==> src/rtl/mult_seq.sv <==
// Iterative radix-2 shift-add multiplier, signed or unsigned, 2*WIDTH-bit product.
// Operands are reduced to magnitudes, multiplied over WIDTH cycles and sign-corrected once.
module mult_seq #(
   parameter int unsigned WIDTH = 32
) (
   input  logic               clk,
   input  logic               resetn,
   input  logic               start,
   input  logic               sign,
   input  logic [WIDTH-1:0]   a,
   input  logic [WIDTH-1:0]   b,
   input  logic               flush,
   output logic               busy,
   output logic               done,
   output logic [2*WIDTH-1:0] result
);

   localparam int unsigned CntW = $clog2(WIDTH);
   localparam logic [CntW-1:0] CntLast = CntW'(WIDTH - 1);

   typedef enum logic [1:0] {StIdle, StCalc, StSign, StDone} state_e;

   state_e               state_q, state_d;
   logic [2*WIDTH-1:0]   ua_q, ua_d;
   logic [WIDTH-1:0]     ub_q, ub_d;
   logic [2*WIDTH-1:0]   acc_q, acc_d;
   logic [CntW-1:0]      cnt_q, cnt_d;
   logic                 neg_q, neg_d;
   logic [2*WIDTH-1:0]   result_q, result_d;
   logic [WIDTH-1:0]     a_mag, b_mag;

   // The magnitude of the most negative value wraps to 2^(WIDTH-1), which is correct unsigned.
   always_comb begin
      a_mag = (sign && a[WIDTH-1]) ? (~a + WIDTH'(1)) : a;
      b_mag = (sign && b[WIDTH-1]) ? (~b + WIDTH'(1)) : b;
   end

   always_comb begin
      state_d  = state_q;
      ua_d     = ua_q;
      ub_d     = ub_q;
      acc_d    = acc_q;
      cnt_d    = cnt_q;
      neg_d    = neg_q;
      result_d = result_q;
      unique case (state_q)
         StIdle: begin
            if (start && !flush) begin
               ua_d    = {{WIDTH{1'b0}}, a_mag};
               ub_d    = b_mag;
               neg_d   = sign & (a[WIDTH-1] ^ b[WIDTH-1]);
               acc_d   = '0;
               cnt_d   = '0;
               state_d = StCalc;
            end
         end
         StCalc: begin
            if (flush) begin
               state_d = StIdle;
            end else begin
               // ua_q is pre-shifted each step, so it always equals |a| << cnt.
               if (ub_q[0]) begin
                  acc_d = acc_q + ua_q;
               end
               ua_d  = ua_q << 1;
               ub_d  = ub_q >> 1;
               cnt_d = cnt_q + CntW'(1);
               if (cnt_q == CntLast) begin
                  state_d = StSign;
               end
            end
         end
         StSign: begin
            if (flush) begin
               state_d = StIdle;
            end else begin
               result_d = neg_q ? (~acc_q + (2*WIDTH)'(1)) : acc_q;
               state_d  = StDone;
            end
         end
         StDone: begin
            state_d = StIdle;
         end
         default: begin
            state_d = StIdle;
         end
      endcase
   end

   always_ff @(posedge clk or negedge resetn) begin
      if (!resetn) begin
         state_q  <= StIdle;
         ua_q     <= '0;
         ub_q     <= '0;
         acc_q    <= '0;
         cnt_q    <= '0;
         neg_q    <= 1'b0;
         result_q <= '0;
      end else begin
         state_q  <= state_d;
         ua_q     <= ua_d;
         ub_q     <= ub_d;
         acc_q    <= acc_d;
         cnt_q    <= cnt_d;
         neg_q    <= neg_d;
         result_q <= result_d;
      end
   end

   assign busy   = (state_q != StIdle);
   assign done   = (state_q == StDone);
   assign result = result_q;

endmodule

==> config.mk <==
export PLATFORM = sky130hd
export DESIGN_NAME = mult_seq
export DESIGN_NICKNAME = d
export VERILOG_FILES = /design/src/rtl/mult_seq.sv
export SDC_FILE = /design/constraint.sdc
export NUM_CORES = 1
export LEC_CHECK = 0
export ABC_AREA = 1
export BUFFER_PORTS_ARGS = -buffer_cell sky130_fd_sc_hd__clkbuf_2
export CORE_UTILIZATION = 46
export CTS_CLUSTER_DIAMETER = 150
export DETAILED_ROUTE_END_ITERATION = 10
export PLACE_DENSITY = 0.73
export SLEW_MARGIN = 15
export SYNTH_ARGS = -nofsm -noshare
export SYNTH_HDL_FRONTEND = slang
export SYNTH_SLANG_ARGS = --single-unit
==> constraint.sdc <==
create_clock -name clk -period 2.35 [get_ports clk]
set_clock_uncertainty 0.2 [all_clocks]
set_input_delay 0.235 -clock clk [delete_from_list [all_inputs] [get_ports clk]]
set_output_delay 0.235 -clock clk [all_outputs]
set_load 0.02 [all_outputs]
==> flow_metrics.tcl <==
set metrics [dict create \
    status "complete, no violations" \
    track_usage_pct 30.3 \
    crit_arrival_ps 2570 \
    grt_overflow 0 \
    nets 3636 \
    fmax_ghz 0.435 \
    drc 0 \
    initial_core_util_pct 46.9 \
    cts_root_buffer "clkbuf_16" \
    r2r_start "acc_q[28]" \
    synth_largest_area_cell "dfrtp_1" \
    yosysWarningCount 0 \
    die_area_um2 41600 \
    antenna_found_initial 1 \
    ys.flop_type "dfrtp_1" \
    cp-end-kind "flop" \
    startpoint_type "flop" \
    crit_required_ps 2620 \
    r2r_cells 13 \
    synthDistinctLibCells 52 \
    cts_max_path_buffers 3 \
    syn_nets 3227 \
    cts_buffers 29 \
    finalHoldViolations 0 \
    grt_start_max_net_pins 86 \
    die_y_um 204 \
    h-tree-depth 1 \
    synth_top_area_share_pct 31.0 \
    place.gp.congestion 0.996 \
    area_growth_pct 31.7 \
    finalPower_uw 29100 \
    worst_pin_slew_ps 646 \
    irDropWorstVdd_mv 0.668 \
    core_area_um2 40000 \
    vias 21200 \
    netlist_area_um2 18800 \
    die_x_um 204 \
    synthTopCellsByCount "nand2_1 (1122), inv_1 (523), nor2_1 (305)" \
    critPathMaxFanout 4 \
    setup_viol_count_final 0 \
    hpwl_um 47700 \
    routed_wl_um 63800 \
    grt_pass1_vias 19700 \
    power_density_nw_per_um2 1180 \
    synth.area.top_cells "dfrtp_1 (31%), nand2_1 (22%), inv_1 (10%)" \
    port_buffers 134 \
    finalCritPeriodShare_pct 97.9 \
    clock_latency_ps 590 \
    firstDrtPassIters 6 \
    cts_tree "done" \
    stdcell_area_um2 24700 \
    grt_first_pass_wirelength_um 100000 \
    slew-limit-headroom_pct 56.9 \
    wire_per_inst_um 15.8 \
    leakage_uw 0.0134 \
    antenna_left 0 \
    synth_edf_count 0 \
    drive_gt1_share_pct 20.2 \
    synth-seq-cells 232 \
    vias_per_cell 5.23 \
    syn_inst 3089 \
    synth_sequential_area_ratio_pct 31.0 \
    hold_path.class "input pin to async pin" \
    rsz0062_at_grt "yes" \
    dpl_cell_area_um2 21600 \
    synthArstFlopShare_pct 100 \
    drt_iter0_markers 1780 \
    rows 73 \
    slew_viol_final 0 \
    max_cap_viol_count 0 \
    cts.clk_slew.worst_paths_ps 60 \
    layout_min_cycle_time_ps 2300 \
    path_class "flop to flop" \
    post-synth-top-count-cell "nand2_1" \
    avgSynthCellArea_um2 6.07 \
    cts_sinks 232 \
    crit_start "acc_q[28]" \
    r2r_slack_ps 50 \
    io_pins 135 \
]
per-layer routing:
metal / vias to the layer above / GRT usage [%] / share of wire [%] / wire length, um
met5: - / 0 / 0 / 0
met4: 0 / 11.0 / 3.7 / 2370
met3: 160 / 3.75 / 8.1 / 5140
met2: 858 / 48.9 / 45 / 28500
met1: 9679 / 41.5 / 44 / 27800
li1: 10500 / - / - / -
layout by cell type, fill, tap and decap left out, drive strengths merged, types with 5 or more instances in the layout:
| master | count |
|---|---|
| xnor2 | 6 |
| or2 | 7 |
| a21oi | 117 |
| ha | 68 |
| clkinvlp | 5 |
| nand3b | 7 |
| nor2 | 317 |
| o211ai | 24 |
| dfrtp | 232 |
| dlygate4sd3 | 70 |
| clkinv | 7 |
| o22ai | 44 |
| buf | 248 |
| nor4 | 6 |
| nand4 | 39 |
| nor3 | 25 |
| bufinv | 6 |
| clkbuf | 165 |
| xor2 | 49 |
| inv | 534 |
| nand2 | 1128 |
| nand3 | 208 |
| o21ai | 190 |
layout make-up:
class	instances	area, um^2
multi-input cells	2254	11800
clock buffers	34	764
repair buffers	449	3360
inverters	532	2000
clock inverters	20	278
fillers	3753	15300
flip-flops and latches	232	5820
diodes	1	2.50
well taps	525	657
report_power, final:
part	switching [uW]	total [uW]	internal (uW)	leakage [uW]
Combinational	10700	17500	6790	0.00986
Sequential	1240	6650	5420	0.00301
Clock	1930	4920	3000	0.000498
Total	13900	29100	15200	0.0134
logic make-up after synthesis:
kind of cell | count (synthesis) | share of synthesized area (%)
compound gates | 389 | 11.5
xor+xnor | 55 | 2.57
fa+ha+maj | 69 | 4.64
buf+inv | 603 | 12.4
flops | 232 | 31.0
mux | 1 | 0.0534
simple gates | 1740 | 37.9
per-stage QoR:
step / hold WS, ps / worst slack [ps] / setup TNS (ps) / utilization [%] / std cells
4_1_cts: 1.56 / 1.41 / 0 / 59.0 / 4034
5_1_grt: 31.9 / -125 / -869 / 61.8 / 4047
3_3_place_gp: -81.2 / -58.9 / -381 / 54.0 / 3908
2_1_floorplan: -261 / 220 / 0 / - / 3089
3_5_place_dp: -79.6 / -72.0 / -803 / 54.0 / 3908
6_report: 17.9 / 49.1 / 0 / 61.8 / 4047
state kept, by name, summed over array words and instances (netlist names):
signal / count
acc_q: 64
neg_q: 1
cnt_q: 5
ua_q: 64
ub_q: 32
result: 64
state_q: 2
repair_timing:
item | in CTS | in global routing
endpoints found under the hold margin | 297 | 0
pin swaps | 1 | 37
setup buffers | 0 | 15
hold buffers | 72 | 0
resized for setup | 38 | 237
endpoints found under the setup margin | 31 | 110
worst paths after layout:
kind                              endpoint
worst max-delay path             acc_q[61]
worst min-delay path               ub_q[4]
worst max register to register   acc_q[61]
worst min register to register  result[44]
max in group asynchronous        acc_q[42]
min in group clk                   ua_q[0]
worst max-delay path: stages (launching register included):
cell,delay (ps)
dfrtp_1,470
ha_4,330
nand2_1,100
nor2_1,170
inv_1,120
nor3_1,190
nand2_1,90
nand2_2,110
buf_12,120
nand2_1,60
nand2_1,60
nand2_1,40
nand3_1,80
nand2_1,50
(Power assumes the default switching activity.)
